$ cat src/rtl/uart_cfg_decoder_pkg.sv
`default_nettype none
// ============================================================================
// Module   : uart_cfg_decoder_pkg
// Brief    : Shared constants for the UART configuration frame decoder.
// Revision : 1.0 - initial release
// ============================================================================
package uart_cfg_decoder_pkg;

    localparam logic [7:0] c_sync_byte = 8'hA5;

    localparam logic [2:0] c_err_none     = 3'd0;
    localparam logic [2:0] c_err_bad_addr = 3'd1;
    localparam logic [2:0] c_err_checksum = 3'd2;
    localparam logic [2:0] c_err_timeout  = 3'd3;
    localparam logic [2:0] c_err_rx       = 3'd4;
    localparam logic [2:0] c_err_overrun  = 3'd5;

    localparam int         c_state_w  = 3;
    localparam logic [2:0] c_st_idle  = 3'd0;
    localparam logic [2:0] c_st_addr  = 3'd1;
    localparam logic [2:0] c_st_data  = 3'd2;
    localparam logic [2:0] c_st_chk   = 3'd3;
    localparam logic [2:0] c_st_issue = 3'd4;

endpackage
`default_nettype wire

$ cat src/rtl/uart_cfg_timeout.sv
`default_nettype none
// ============================================================================
// Module   : uart_cfg_timeout
// Brief    : Loadable up-counter watchdog with clear/enable and expired flag.
// Revision : 1.0 - initial release
// ============================================================================
module uart_cfg_timeout #(
    parameter int WIDTH_COUNT = 17,
    parameter int LIMIT       = 100000
) (
    input  logic                   clk,
    input  logic                   rst_n,
    input  logic                   clear,
    input  logic                   enable,
    input  logic                   load,
    input  logic [WIDTH_COUNT-1:0] load_value,
    output logic                   expired
);

    logic [WIDTH_COUNT-1:0] r_count;
    logic                   w_at_limit;

    assign w_at_limit = (r_count == WIDTH_COUNT'(LIMIT - 1));
    assign expired    = w_at_limit;

    // Saturates at the limit so a late clear still sees a stable flag.
    always_ff @(posedge clk or negedge rst_n) begin
        if (!rst_n) begin
            r_count <= '0;
        end else if (clear) begin
            r_count <= '0;
        end else if (load) begin
            r_count <= load_value;
        end else if (enable && !w_at_limit) begin
            r_count <= r_count + 1'b1;
        end
    end

endmodule
`default_nettype wire

$ cat src/rtl/uart_cfg_decoder.sv
`default_nettype none
// ============================================================================
// Module   : uart_cfg_decoder
// Brief    : Turns sync/addr/data/checksum byte frames into config bus writes.
// Revision : 1.0 - initial release
// ============================================================================
module uart_cfg_decoder
    import uart_cfg_decoder_pkg::*;
#(
    parameter int                        WIDTH_DATABITS    = 8,
    parameter int                        WIDTH_CONFIG_ADDR = 4,
    parameter int                        WIDTH_CONFIG_DATA = 16,
    parameter logic [WIDTH_DATABITS-1:0] SYNC_BYTE         = c_sync_byte,
    parameter int                        TIMEOUT_CYCLES    = 100000,
    parameter int                        WIDTH_DEC_ERROR   = 3
) (
    input  logic                         clk,
    input  logic                         rst_n,
    input  logic [WIDTH_DATABITS-1:0]    rx_data,
    input  logic                         rx_valid,
    input  logic                         rx_error_valid,
    output logic [WIDTH_CONFIG_ADDR-1:0] c_addr,
    output logic [WIDTH_CONFIG_DATA-1:0] c_data,
    output logic                         c_valid,
    input  logic                         c_ready,
    output logic [WIDTH_DEC_ERROR-1:0]   dec_error,
    output logic                         dec_error_valid
);

    localparam int NUM_DATA_BYTES = WIDTH_CONFIG_DATA / WIDTH_DATABITS;
    localparam int CNT_W          = $clog2(NUM_DATA_BYTES) + 1;
    localparam int TO_W           = $clog2(TIMEOUT_CYCLES + 1);

    logic [c_state_w-1:0]         r_state, w_state_nxt;
    logic [WIDTH_CONFIG_ADDR-1:0] r_addr, w_addr_nxt;
    logic [WIDTH_CONFIG_DATA-1:0] r_data, w_data_nxt, w_data_shift;
    logic [WIDTH_DATABITS-1:0]    r_chk, w_chk_nxt;
    logic [CNT_W-1:0]             r_cnt, w_cnt_nxt;
    logic [WIDTH_DEC_ERROR-1:0]   r_err;
    logic                         r_err_valid;
    logic                         w_err_fire;
    logic [2:0]                   w_err_code;
    logic                         w_in_frame;
    logic                         w_expired;

    generate
        if (WIDTH_CONFIG_DATA > WIDTH_DATABITS) begin : g_shift_wide
            assign w_data_shift = {r_data[WIDTH_CONFIG_DATA-WIDTH_DATABITS-1:0], rx_data};
        end else begin : g_shift_byte
            assign w_data_shift = rx_data;
        end
    endgenerate

    assign w_in_frame = (r_state == c_st_addr) || (r_state == c_st_data) ||
                        (r_state == c_st_chk);

    uart_cfg_timeout #(
        .WIDTH_COUNT (TO_W),
        .LIMIT       (TIMEOUT_CYCLES)
    ) u_timeout (
        .clk        (clk),
        .rst_n      (rst_n),
        .clear      (rx_valid || !w_in_frame),
        .enable     (w_in_frame),
        .load       (1'b0),
        .load_value ('0),
        .expired    (w_expired)
    );

    // Receiver errors take priority over a byte, a byte over a timeout.
    always_comb begin
        w_state_nxt = r_state;
        w_addr_nxt  = r_addr;
        w_data_nxt  = r_data;
        w_chk_nxt   = r_chk;
        w_cnt_nxt   = r_cnt;
        w_err_fire  = 1'b0;
        w_err_code  = c_err_none;
        case (r_state)
            c_st_idle: begin
                if (rx_valid && !rx_error_valid && (rx_data == SYNC_BYTE)) begin
                    w_state_nxt = c_st_addr;
                end
            end
            c_st_addr, c_st_data, c_st_chk: begin
                if (rx_error_valid) begin
                    w_err_fire  = 1'b1;
                    w_err_code  = c_err_rx;
                    w_state_nxt = c_st_idle;
                end else if (rx_valid) begin
                    if (r_state == c_st_addr) begin
                        w_addr_nxt = rx_data[WIDTH_CONFIG_ADDR-1:0];
                        w_chk_nxt  = rx_data;
                        w_cnt_nxt  = '0;
                        if ((rx_data >> WIDTH_CONFIG_ADDR) != '0) begin
                            w_err_fire  = 1'b1;
                            w_err_code  = c_err_bad_addr;
                            w_state_nxt = c_st_idle;
                        end else begin
                            w_state_nxt = c_st_data;
                        end
                    end else if (r_state == c_st_data) begin
                        w_data_nxt = w_data_shift;
                        w_chk_nxt  = r_chk ^ rx_data;
                        if (r_cnt == CNT_W'(NUM_DATA_BYTES - 1)) begin
                            w_cnt_nxt   = '0;
                            w_state_nxt = c_st_chk;
                        end else begin
                            w_cnt_nxt = r_cnt + 1'b1;
                        end
                    end else begin
                        if (rx_data == r_chk) begin
                            w_state_nxt = c_st_issue;
                        end else begin
                            w_err_fire  = 1'b1;
                            w_err_code  = c_err_checksum;
                            w_state_nxt = c_st_idle;
                        end
                    end
                end else if (w_expired) begin
                    w_err_fire  = 1'b1;
                    w_err_code  = c_err_timeout;
                    w_state_nxt = c_st_idle;
                end
            end
            c_st_issue: begin
                if (rx_valid) begin
                    w_err_fire = 1'b1;
                    w_err_code = c_err_overrun;
                end
                if (c_ready) begin
                    w_state_nxt = c_st_idle;
                end
            end
            default: begin
                w_state_nxt = c_st_idle;
            end
        endcase
    end

    always_ff @(posedge clk or negedge rst_n) begin
        if (!rst_n) begin
            r_state     <= c_st_idle;
            r_addr      <= '0;
            r_data      <= '0;
            r_chk       <= '0;
            r_cnt       <= '0;
            r_err       <= '0;
            r_err_valid <= 1'b0;
        end else begin
            r_state     <= w_state_nxt;
            r_addr      <= w_addr_nxt;
            r_data      <= w_data_nxt;
            r_chk       <= w_chk_nxt;
            r_cnt       <= w_cnt_nxt;
            r_err_valid <= w_err_fire;
            if (w_err_fire) begin
                r_err <= WIDTH_DEC_ERROR'(w_err_code);
            end
        end
    end

    // Decoded from state so the asynchronous reset drops it immediately.
    assign c_valid         = (r_state == c_st_issue);
    assign c_addr          = r_addr;
    assign c_data          = r_data;
    assign dec_error       = r_err;
    assign dec_error_valid = r_err_valid;

endmodule
`default_nettype wire

$ cat config.mk
export PLATFORM = sky130hd
export DESIGN_NAME = uart_cfg_decoder
export DESIGN_NICKNAME = d
export VERILOG_FILES = /design/src/rtl/uart_cfg_decoder_pkg.sv /design/src/rtl/uart_cfg_timeout.sv /design/src/rtl/uart_cfg_decoder.sv
export SDC_FILE = /design/constraint.sdc
export NUM_CORES = 1
export LEC_CHECK = 0
export BUFFER_PORTS_ARGS = -buffer_cell sky130_fd_sc_hd__buf_2
export CAP_MARGIN = 5
export CORE_UTILIZATION = 45
export DETAILED_ROUTE_END_ITERATION = 10
export GPL_ROUTABILITY_DRIVEN = 0
export GPL_TIMING_DRIVEN = 0
export PLACE_DENSITY_LB_ADDON = 0.05
export SYNTH_ARGS = -nofsm -noshare
export SYNTH_HDL_FRONTEND = slang
export SYNTH_SLANG_ARGS = --single-unit
$ cat constraint.sdc
create_clock -name clk -period 5.7 [get_ports clk]
set_input_delay 1.14 -clock clk [delete_from_list [all_inputs] [get_ports clk]]
set_output_delay 1.14 -clock clk [all_outputs]
set_load 0.005 [all_outputs]
* Word-level counts from Yosys, hierarchy flattened *
Index checks and enable logic that the tools add are counted.

word-level totals
  latch bits = 0
  bits in read-only memories = 0
  output and inout bits = 25
  bits of input ports = 13
  memory bits (writable) = 0
  memories kept = 0
  bits in registers = 54
  word-level logic and storage cells = 79

cells by class
  add/sub/neg operators = 2
  $lt $le $gt $ge = 0
  div/mod/pow operators = 0
  multiplexer cells = 36
  bitwise logic cells = 3
  reductions and logical operators = 18
  equal/unequal tests = 12
  shift-type cells = 0
  multipliers = 0

operator list
  kind                   count
  $mux 3                 13
  $mux 17                2
  $add 17x1->17 const B  1
  $eq 17x17->1 const B   1
  $mux 8                 2
  $mux 2                 7
  $reduce_and 4->1       3
  $mux 1                 9
  $pmux 3 s3             1
  $eq 8x8->1             1
  $eq 8x8->1 const B     1
  $reduce_bool 8->1      1
  $xor 8x8->8            1
  $eq 3x2->1 const B     2
  $ne 6x6->1 const B     1
  $pmux 3 s2             1
  $reduce_and 5->1       1
  $ne 4x3->1 const B     1
  $reduce_bool 2->1      2
  $eq 3x1->1 const B     1
  $eq 3x3->1 const B     1
  $logic_and 1x1->1      3
  $logic_not 1->1        3
  $logic_not 3->1        1
  8 further kinds        11

* Logic depth before layout (Yosys ltp) *
  depth after elaboration = 7
  mapped depth = 7
  gate-level depth less buffers = 6

* Hierarchy *
A second synthesis with hierarchy kept.

second synthesis, totals
  cell total of the unflattened synthesis = 305
  area, all modules = 3,145.5 µm²

modules (own cells, without submodules)
  module            times used  area each (µm²)  seq. area each (µm²)  cells each
  uart_cfg_decoder  1           1,870.5          925.9                 164
  uart_cfg_timeout  1           1,275.0          425.4                 141

* Worst setup path before layout *
OpenSTA, ideal clock, no wires.

  path type = input-to-reg
  start point = in rx_valid
  end point = reg r_state[0]
  buffers on the path = 1
  setup time = 128 ps
  setup slack = 3,180 ps
  arrival = 2,393 ps
  data required time = 5,572 ps
  stages on the path = 6
  path through = buf_2 > nor2b_1 > nand3_1 > a21oi_1 > nor3_2 > mux2_1

between the ends
  cells in the longest elaborated chain, start to end = 4
  elaborated cells on any way between the ends = 9
  classes of those cells = eq/ne (3); mux (3); reduce/logical (3)

ends and longest elaborated chain
  item                            RTL line                 source
  start: declaration              uart_cfg_decoder.sv:20   input logic rx_valid,
  $logic_and 1x1->1 (2 in a row)  uart_cfg_decoder.sv:81   if (rx_valid && !rx_error_valid && (rx_data == SYNC_BYTE)) begin
  $ne 2x2->1 (no line)            -
  $reduce_and 4->1 (no line)      -
  end signal: assignment          uart_cfg_decoder.sv:143  r_state <= c_st_idle;
  end signal: assignment          uart_cfg_decoder.sv:151  r_state <= w_state_nxt;
  end: declaration                uart_cfg_decoder.sv:34   logic [c_state_w-1:0] r_state, w_state_nxt;

Parallel ways exist; a longest one is shown, timed or not.
A chain may end at the register's enable or synchronous reset.

* Final worst setup path *
  start point = reg r_state[1]
  end point = out c_valid

between the ends
  cells in the longest elaborated chain, start to end = 1

ends and longest elaborated chain
  item              RTL line                 source
  $eq 3x3->1        uart_cfg_decoder.sv:164  assign c_valid = (r_state == c_st_issue);
  end: declaration  uart_cfg_decoder.sv:24   output logic c_valid,

No other way between the ends.

==> impl_summary.txt <==
----------------------------------------------------
[Pwr]
  Cell-internal power ... between 0.7 and 0.8 mW
  Net switching power figure ... 0.414 mW
  Static leakage ... 1.40 nW
  Part of the power in combinational logic ... a little over a third
  Sequential share of power ... a little under half
  Power per cell area ... slightly below 400 nW/µm²
  Portion of total power attributed to the clock network ... between 10% and 20%
  Worst IR Drop VDD ... 171 µV
  Fraction of power spent switching nets ... around a third

[Logic synthesis]
  Mapped Area ... between 2000 and 3000 µm²
  Fraction of the yosys area taken by sequential cells ... between 50% and 60%
  Post-synthesis instance total ... around 250
  Area contributors post-synth ... sky130_fd_sc_hd__dfrtp_1, sky130_fd_sc_hd__mux2_2, sky130_fd_sc_hd__xor2_1
  Number of synthesis warnings ... 0
  EDFF count, synth ... 0
  Combinational family with the most area after synthesis ... simple AND/OR/NAND/NOR gates
  Cell type contributing the most total cell area after synthesis ... sky130_fd_sc_hd__dfrtp_1
  Post-synthesis cell type count ... 40
  Multiplexer fraction of the synthesized cell area ... 10.5%
  Number of register bits inferred by synthesis ... 54
  Share of Yosys cell area claimed by the top area cell type ... 51.5%
  Xor and xnor area share after synthesis ... 6.34%
  Adder and majority cell fraction of the synthesized area ... 0.477%
  Async SR Flop Fraction ... 100%
  Prevailing post-synth register cell ... sky130_fd_sc_hd__dfrtp_1
  Fraction of the mapped netlist area in compound gates ... 9.01%
  Mean Syn Cell Area ... between 10 and 15 µm²
  Post-synthesis net count ... 266
  Simple-Gate Fraction of Synth Area ... approximately a fifth

[Global route]
  Tot GR Track Use ... 18.9%
  Global-route wire length before repair ... 8950 µm
  Maximum number of pins on one net before global-route repair ... 55
  Antenna violations before repair ... 0
  Grt total ovfl ... 0
  Via count of the first global-routing pass ... approximately 1900

[Outcome]
  Run status ... completed

[STA]
  Fin. max-slew vios ... 0
  Total Neg Setup Slack ... 0 ns
  Slew of the pin with the lowest slew margin ... approximately 0.67 ns
  Setup repair after global routing missed its margin ... false
  Max Clk Rate ... 0.381 GHz
  Final cycle utilization of the critical path ... 46.0%
  Number of setup violations in the final report ... 0
  Hold violation total from the final report ... 0
  Hold WS ... 0.494 ns
  Worst relative slew slack ... a little under three fifths
  Shortest clock period the worst path allows after layout ... 2.62 ns
  Clock tree skew after final layout ... between 0.01 and 0.015 ns

[Critical path]
  Cell with the largest stage delay on the worst path ... sky130_fd_sc_hd__dfrtp_1
  Launch point of the critical path ... r_state[1]
  Endpoint arrival time on the critical path ... 1.48 ns
  Worst reg2reg path startpoint ... r_state[1]
  Top fanout value on the critical path ... 7
  Kind of critical path ... register to output port
  Data required time at the worst endpoint ... 4.56 ns
  Cell occurring most often along the worst timing path ... sky130_fd_sc_hd__buf_2
  Ordered list of cells on the worst path ... buf_2, nor2_1, and2_1, buf_2
  CP endpoint kind ... output port
  Critical Path Source Type ... register
  Delay of the slowest cell on the worst path ... 0.36 ns

[Clock network]
  Clock sink count ... 54
  Cts bufs inserted ... 5
  Clock tree buffer depth ... 2
  Setup Fix Bufs, Post-CTS ... 0
  Number of hold-repair buffers added at the cts stage ... 0
  Root Buffer ... sky130_fd_sc_hd__clkbuf_8
  Post-CTS Resized ... 0
  Clk Latency, worst-skew pair ... 0.31 ns
  Clock H-tree levels ... 2
  CTS tree ... done
  Clock-pin slew on the worst setup and hold paths ... 0.09 ns

[Detailed routing]
  Routed WL per cell ... 14.2 µm
  Detail Route Antenna Nets ... 0
  DRC violations left ... 0
  Post-detailed-route via-to-cell ratio ... 5.33
  DRC marker count from the first detailed-route iteration ... 87
  DR vias ... a little under 2000
  Total wire length ... between 5000 and 6000 µm
  Total iterations of the first detailed-routing run ... 4

[Worst hold path]
  Hold path start ... c_addr[3]
  Path category of the worst min-delay check ... register to register

[Floorplan]
  DIE AREA ... between 6000 and 7000 µm²
  Area inside the core boundary ... 5570 µm²
  Starting density of the core ... a little under half
  Top-level I/O count ... 38
  Row count ... 27
  Die boundary height ... 78.4 µm
  Die width ... 78.4 µm

[Cells and area]
  Filler cells ... 510
  Post-layout nets ... 310
  Layout cells sized above 1 ... 24.3%
  Utilization after layout ... 53.7%
  Antenna fix cells ... 0
  Area growth from synthesis to layout ... 14.1%

[Placement]
  Half-perimeter wire length after placement ... 3680 µm
  Number of buffer cells added on primary ports ... 36

[Job]
  Max-cap violation count ... 0

----------------------------------------------------
[worst max-delay path, delay by kind of cell (launching register included)]
kind,cells,cell delay (ns)
and+or+nand+nor,2,0.54
DFF,1,0.36
buffers and inverters,2,0.27
[cell usage in the layout, fill, tap and decap left out, types with 2 or more instances in the layout]
cell	netlist	layout
sky130_fd_sc_hd__nand3_1	18	18
sky130_fd_sc_hd__nor4_1	5	5
sky130_fd_sc_hd__mux2_2	18	18
sky130_fd_sc_hd__and3_1	3	3
sky130_fd_sc_hd__o21ai_0	14	14
sky130_fd_sc_hd__nand2_1	13	13
sky130_fd_sc_hd__nand4b_1	2	2
sky130_fd_sc_hd__inv_1	5	5
sky130_fd_sc_hd__clkbuf_8	0	5
sky130_fd_sc_hd__clkbuf_1	6	7
sky130_fd_sc_hd__nand2b_1	5	5
sky130_fd_sc_hd__xnor2_1	5	5
sky130_fd_sc_hd__nor3_1	5	5
sky130_fd_sc_hd__nor2b_1	2	2
sky130_fd_sc_hd__mux2i_1	4	4
sky130_fd_sc_hd__a21oi_1	22	22
sky130_fd_sc_hd__xor2_1	14	14
sky130_fd_sc_hd__nor2_1	26	26
sky130_fd_sc_hd__dfrtp_1	54	54
sky130_fd_sc_hd__buf_2	3	39
sky130_fd_sc_hd__nand4_1	3	3
sky130_fd_sc_hd__mux2_1	3	3
sky130_fd_sc_hd__or3_1	4	4
[synthesized netlist by cell type, types with 2 or more instances]
master                     count
sky130_fd_sc_hd__inv_1         5
sky130_fd_sc_hd__xor2_1       14
sky130_fd_sc_hd__clkbuf_1      6
sky130_fd_sc_hd__nand2b_1      5
sky130_fd_sc_hd__nand4b_1      2
sky130_fd_sc_hd__buf_2         3
sky130_fd_sc_hd__xnor2_1       5
sky130_fd_sc_hd__mux2i_1       4
sky130_fd_sc_hd__nand2_1      13
sky130_fd_sc_hd__a21oi_1      22
sky130_fd_sc_hd__nor2b_1       2
sky130_fd_sc_hd__nor2_1       26
sky130_fd_sc_hd__nor3_1        5
sky130_fd_sc_hd__or3_1         4
sky130_fd_sc_hd__dfrtp_1      54
sky130_fd_sc_hd__mux2_2       18
sky130_fd_sc_hd__mux2_1        3
sky130_fd_sc_hd__nor4_1        5
sky130_fd_sc_hd__nand3_1      18
sky130_fd_sc_hd__o21ai_0      14
sky130_fd_sc_hd__and3_1        3
sky130_fd_sc_hd__nand4_1       3
[final timing paths]
kind                                      to  slack [ns]  cells past startpoint
worst min register to register     c_addr[3]        0.49                      2
min in group asynchronous         c_data[11]        0.72                      1
max in group asynchronous           r_chk[2]        4.46                      2
worst min-delay path               c_addr[3]        0.49                      2
worst max-delay path                 c_valid        3.08                      4
worst max register to register  dec_error[0]        3.52                      7
[stage by stage]
step | power, mW | instances | setup slack (ns) | instance area (µm²)
2_1_floorplan | 0.837 | 252 | 3.18 | 2630
3_3_place_gp | 0.977 | 360 | 2.78 | 2900
3_5_place_dp | 0.986 | 360 | 2.78 | 2900
4_1_cts | 1.19 | 367 | 3.09 | 2980
5_1_grt | 1.27 | 368 | 2.94 | 3000
6_report | 1.18 | 368 | 3.08 | 3000
[cells by family after synthesis]
| logic type | after synthesis |
|---|---|
| xor+xnor | 19 |
| compound gates | 43 |
| flops | 54 |
| fa+ha+maj | 1 |
| simple gates | 95 |
| buf+inv | 15 |
| mux | 25 |
[registers in the layout (all words and copies together) (netlist names)]
register	flops
dec_error	3
c_data	16
r_chk	8
r_state	3
c_addr	4
dec_error_valid	1
r_cnt	2
u_timeout.r_count	17
[metal layers]
metal	track usage, %	vias up	part of all wire, %
met3	3.95	5	3.3
met5	0	-	0
met4	6.67	0	1.3
li1	-	976	-
met1	23.6	951	47
met2	32.2	30	49
[power groups by stage]
stage	clock network, mW	logic [mW]	registers (mW)
after floorplan	0	0.272	0.565
after CTS	0.211	0.421	0.559
after detailed placement	0	0.420	0.566
final	0.204	0.417	0.559
after global routing	0.229	0.474	0.572
after global placement	0	0.414	0.563
[final cells by class]
class	instances	area [µm²]	share of cell area [%]
plain buffers	10	48.8	1.63
clock buffers	6	72.6	2.42
clock inverters	1	7.51	0.251
inverters	5	18.8	0.627
multi-input cells	183	1210	40.3
flip-flops and latches	54	1350	45.1
well taps	72	90.1	3.01
repair buffers	37	200	6.68
(Power assumes the default switching activity.)
